`src/rtl/i2c_status_reg.sv`:
```
// ============================================================================
// Module   : i2c_status_reg
// Purpose  : I2C status register with sticky error bits, saturating error
//            counters and a maskable level interrupt for the APB register file.
// Revision : 1.0 - initial release
// ============================================================================
`default_nettype none

module i2c_status_reg #(
  parameter logic [12:0] STICKY_MASK   = 13'h1200,
  parameter bit          CLEAR_ON_READ = 1'b1,
  parameter int unsigned CNT_W         = 8
) (
  input  logic             clk,
  input  logic             n_rst,
  input  logic [12:0]      next_status,
  input  logic             status_rd,
  input  logic             status_w1c,
  input  logic [12:0]      w1c_data,
  input  logic             ien_we,
  input  logic [12:0]      ien_wdata,
  input  logic             cnt_clr,
  output logic [12:0]      status_reg,
  output logic [12:0]      status_rdata,
  output logic [12:0]      ien,
  output logic [CNT_W-1:0] rx_ovf_cnt,
  output logic [CNT_W-1:0] tx_unf_cnt,
  output logic             irq
);

  localparam logic [12:0]      c_rst_status = 13'h0480;
  localparam logic [CNT_W-1:0] c_cnt_max    = '1;
  localparam logic [CNT_W-1:0] c_cnt_one    = CNT_W'(1);
  localparam int unsigned      c_rx_ovf_bit = 9;
  localparam int unsigned      c_tx_unf_bit = 12;

  logic [12:0]      status_q, status_d;
  logic [12:0]      status_rdata_q, status_rdata_d;
  logic [12:0]      rd_snap_q, rd_snap_d;
  logic             rd_clr_pend_q, rd_clr_pend_d;
  logic [12:0]      ien_q, ien_d;
  logic [CNT_W-1:0] rx_ovf_cnt_q, rx_ovf_cnt_d;
  logic [CNT_W-1:0] tx_unf_cnt_q, tx_unf_cnt_d;
  logic             irq_q, irq_d;
  logic [12:0]      sticky_clr;

  always_comb begin
    // Read-clear only touches bits captured in the snapshot, so an event
    // that lands after the read is preserved.
    sticky_clr = ({13{status_w1c}} & w1c_data)
               | ({13{CLEAR_ON_READ & rd_clr_pend_q}} & rd_snap_q);

    status_d = (next_status & ~STICKY_MASK)
             | (STICKY_MASK & (next_status | (status_q & ~sticky_clr)));

    status_rdata_d = status_rdata_q;
    rd_snap_d      = rd_snap_q;
    if (status_rd) begin
      status_rdata_d = status_q;
      rd_snap_d      = status_q & STICKY_MASK;
    end
    rd_clr_pend_d = status_rd;

    ien_d = ien_we ? ien_wdata : ien_q;

    rx_ovf_cnt_d = rx_ovf_cnt_q;
    if (cnt_clr) begin
      rx_ovf_cnt_d = '0;
    end else if (next_status[c_rx_ovf_bit] && (rx_ovf_cnt_q != c_cnt_max)) begin
      rx_ovf_cnt_d = rx_ovf_cnt_q + c_cnt_one;
    end

    tx_unf_cnt_d = tx_unf_cnt_q;
    if (cnt_clr) begin
      tx_unf_cnt_d = '0;
    end else if (next_status[c_tx_unf_bit] && (tx_unf_cnt_q != c_cnt_max)) begin
      tx_unf_cnt_d = tx_unf_cnt_q + c_cnt_one;
    end

    irq_d = |(status_q & ien_q);
  end

  always_ff @(posedge clk) begin
    if (!n_rst) begin
      status_q       <= c_rst_status;
      status_rdata_q <= '0;
      rd_snap_q      <= '0;
      rd_clr_pend_q  <= 1'b0;
      ien_q          <= '0;
      rx_ovf_cnt_q   <= '0;
      tx_unf_cnt_q   <= '0;
      irq_q          <= 1'b0;
    end else begin
      status_q       <= status_d;
      status_rdata_q <= status_rdata_d;
      rd_snap_q      <= rd_snap_d;
      rd_clr_pend_q  <= rd_clr_pend_d;
      ien_q          <= ien_d;
      rx_ovf_cnt_q   <= rx_ovf_cnt_d;
      tx_unf_cnt_q   <= tx_unf_cnt_d;
      irq_q          <= irq_d;
    end
  end

  assign status_reg   = status_q;
  assign status_rdata = status_rdata_q;
  assign ien          = ien_q;
  assign rx_ovf_cnt   = rx_ovf_cnt_q;
  assign tx_unf_cnt   = tx_unf_cnt_q;
  assign irq          = irq_q;

endmodule

`default_nettype wire

```
`config.mk`:
```
export PLATFORM = sky130hd
export DESIGN_NAME = i2c_status_reg
export DESIGN_NICKNAME = d
export VERILOG_FILES = /design/src/rtl/i2c_status_reg.sv
export SDC_FILE = /design/constraint.sdc
export NUM_CORES = 1
export LEC_CHECK = 0
export ABC_AREA = 1
export BUFFER_PORTS_ARGS = -buffer_cell sky130_fd_sc_hd__buf_4
export CORE_MARGIN = 2
export CORE_UTILIZATION = 50
export DETAILED_ROUTE_END_ITERATION = 10
export PLACE_DENSITY = 0.83
export RECOVER_POWER = 50
export SLEW_MARGIN = 20
export SYNTH_ARGS = -nofsm -noshare
export SYNTH_HDL_FRONTEND = slang
export SYNTH_SLANG_ARGS = --single-unit
export TNS_END_PERCENT = 50
```
`constraint.sdc`:
```
create_clock -name clk -period 2.6 [get_ports clk]
set_input_delay 0.39 -clock clk [delete_from_list [all_inputs] [get_ports clk]]
set_output_delay 0.39 -clock clk [all_outputs]
set_load 0.03 [all_outputs]
```
# After elaboration in Yosys (flattened, before gate mapping)
# Cells that the tools add are included.
# word_totals
reg_bits,59
out_inout_bits,56
wordCells,25
# op_classes
n_addsub,2
n_eq_ne,2
bitwise,9
n_reduce_logical,4
# ops
op,n
bitwise AND 13 bit,4
OR 13 bit,2
adder 8 x 1 -> 8 bit (second input constant),2
!= test 8 bit (second input constant),2
NOT 13 bit,1
OR 12 x 13 -> 13 bit,1
OR reduction 13 bit,1
logical AND 1 bit,2
OR reduction 2 bit,1
NOT 1 bit,1

# Longest topological paths before layout
# depth
depth_word,6
mapped_depth,8
depth_no_buf,8

# Worst setup path before layout
# No wires, ideal clock.
# synth_timing
path_kind,register to register
startpoint,"register rx_ovf_cnt_q[0], in the netlist rx_ovf_cnt[0]"
endpoint,"register rx_ovf_cnt_q[4], in the netlist rx_ovf_cnt[4]"
setup_time_ns,0.113
arrival_time_ns,1.319
t_required_ns,2.487
slack_ns,1.168
stages_incl_launch_ff,9
n_path_buf,0
period_less_slack_ns,1.432
path_cell_list,dfxtp_1 > ha_1 > nand2_1 > nor2_2 > nand2_2 > nand2_1 > nand2_1 > nand2_1 > nor2_1
# synth_via
elab_chain_cells,2
word_cells_on_any_way,3
classes_between,add/sub: 1; eq/ne: 1; reduce/logical: 1
# synth_lines
element,line_no,text
from (decl),42,"logic [CNT_W-1:0] rx_ovf_cnt_q, rx_ovf_cnt_d;"
from (signal assigned),99,rx_ovf_cnt_q <= rx_ovf_cnt_d;
branches (longest 2 deep; another with adder 8 x 1 -> 8 bit),-,
# Several ways; the timed one is not identified.
# A chain may end at the register's enable or synchronous reset.

# Final worst setup path
# layout_timing
startpoint,input port n_rst
endpoint,"register rx_ovf_cnt_q[6], in the netlist rx_ovf_cnt[6]"
# layout_via
elab_chain_cells,2
# layout_lines
element,line_no,text
from (decl),15,"input logic n_rst,"
NOT 1 bit (no line),-,
OR reduction 2 bit (no line),-,
# No other way between the ends.

==> impl_metrics.yaml <==
final_layout:
  nFillCells: 408
  final_cells: 471
  areaGrowthSynthToFinish_pct: 32.9
  antennaDiodeCount: 0
  layout-drive-gt1-share_pct: 23.9
  layout_commonest_cell: "nor2_1"
  final_cell_mix: "77 x nor2_1, 74 x buf_4, 69 x nand2_1"
  final_nets: 462
drt:
  drt_iter0_drc: 111
  drt-pass1-iter-count: 4
  drc: 0
  antenna_left: 0
  routed_via_density: 4.79
  postRouteWirelength_um: 5590
  avgRoutedWirePerCell_um: 11.9
  vias: 2257
synth:
  synth_edf_count: 0
  async_flop_share_pct: 0
  yosys.area.top_type: "dfxtp_1"
  synth_seq_area_share_pct: 48.8
  syn_inst: 326
  synth_area_um2: 2340
  yosys.area.top_type_share_pct: 48.8
  ys_ff_latch: 57
  avgSynthCellArea_um2: 7.18
  synth.area.top_cells: "dfxtp_1 49%, nor2_1 12%, nand2_1 11%, o21ai_0 5.8%, inv_1 4.8%"
  yosysUniqueCellTypes: 23
  syn_nets: 373
  yosysWarnings: 0
  synth_ff_type: "dfxtp_1"
worst_setup_path:
  cp.arrival_ps: 1950
  cp_max_fo: 37
  start_kind: "primary input"
  cp.required_ps: 2850
  critPathKind: "primary input to flop"
  cp-end-kind: "flop"
power_and_ir_drop:
  ir_worst_vdd_mv: 0.742
  p_per_area_nw_per_um2: 620
  p_leak_nw: 1.54
  fin_total_pwr_mw: 1.93
sta:
  relSlewSlack_pct: 30.3
  fin_skew_ps: 9.22
  rsz0062_at_grt: "no"
  setup_viol: 0
  slew_viol_final: 0
  fin_ws_ps: 894
  period_share_pct: 65.6
  whs_ps: 252
  tns_ps: 0
  hold_viol: 0
  tightest_slew_ps: 1040
  finalCriticalPeriod_ps: 1710
  fmax_ghz: 0.586
global_route:
  grt_max_degree: 38
  grt_antenna_before_repair: 0
  grt_use_total_pct: 22.2
  grt_pass1_wl_um: 9150
  overflow: 0
  grt_pass1_vias: 2022
clock_tree:
  cts_buffers: 9
  cts_tree: "built"
  clockRootBuffer: "clkbuf_8"
  clock-sinks: 57
  cts_setup_buffers: 0
  cts_max_path_buffers: 2
  clk_latency_ps: 320
  cts_resized: 0
  clk_pin_slew_ps: 60
  hold_buffers: 0
  cts_htree_levels: 3
placement:
  pre_cts_slack_ps: 1140
  port_buffers: 89
  dp_cells: 456
  place_hpwl_um: 3960
  gp_congestion: 0.775
floorplan:
  chipHeight_um: 72.4
  std_cell_rows: 24
  die_w_um: 72.4
  initial_utilization_pct: 52.6
  core_area_um2: 4440
  die_area_um2: 5240
  ios: 101
outcome:
  status: "completed"
hold_path:
  hold_path_class: "primary input to flop"
run:
  max_cap_viol_count: 0
## worst paths after layout
check / from / endpoint / slack [ps] / depth (start not counted)
worst max-delay path: n_rst / rx_ovf_cnt[6]$_SDFFE_PP0P_ / 890 / 5
worst min-delay path: next_status[7] / status_reg[7]$_SDFF_PN1_ / 250 / 2
worst max register to register: rx_ovf_cnt[0]$_SDFFE_PP0P_ / rx_ovf_cnt[4]$_SDFFE_PP0P_ / 1240 / 8
worst min register to register: status_rdata[2]$_SDFFE_PN0P_ / status_rdata[2]$_SDFFE_PN0P_ / 500 / 2
## power by group
group | total [mW] | internal [mW] | switching (mW) | leakage, nW
Sequential | 0.950 | 0.919 | 0.0310 | 0.471
Clock | 0.696 | 0.364 | 0.332 | 0.0822
Combinational | 0.284 | 0.106 | 0.178 | 0.989
## area by class of cell
cell class                      count  area, um^2  area share [%]
Tap cell                           52        65.1            2.09
Sequential cell                    57        1140            36.7
Clock buffer                       12         145            4.67
Multi-Input combinational cell    221         991            31.9
Timing Repair Buffer               89         612            19.7
Inverter                           37         139            4.47
Clock inverter                      3        17.5           0.563
## critical path, stage by stage
cell and delay [ps]:
buf_4 280, inv_1 180, nor2_1 820, o21ai_1 150, nor2_1 120
## synth_stat cells, drive strengths merged, types with 2 or more instances
cell type,instances
nor2,82
nand2,71
dfxtp,57
inv,37
o21ai,29
nand3,16
a21oi,12
buf,8
nand4,4
clkbuf,3
ha,2
or2,2
## metrics by stage
stage	instance area, um^2	utilization [%]
after global placement	3010	67.8
final	3110	70.0
after floorplan	2340	-
after detailed placement	3010	67.8
after global routing	3110	70.0
after CTS	3170	71.4
## kinds of logic after synthesis
logic type | count (synthesis) | synth area share (%)
AO/OA/AOI/OAI | 42 | 9.09
flip-flops | 57 | 48.8
AND/OR/NAND/NOR | 177 | 32.5
adder cells (fa/ha/maj) | 2 | 1.07
buffers and inverters | 48 | 8.56
## layer usage
metal	vias up	wire [um]	part of all wire, %	GRT usage, %
li1	1198	-	-	-
met1	995	2540	45	28.4
met2	57	2670	48	37.0
met3	7	280	5.0	3.89
met4	0	92	1.6	9.47
met5	-	0	0	0
Power figures use the tool's default switching activity.
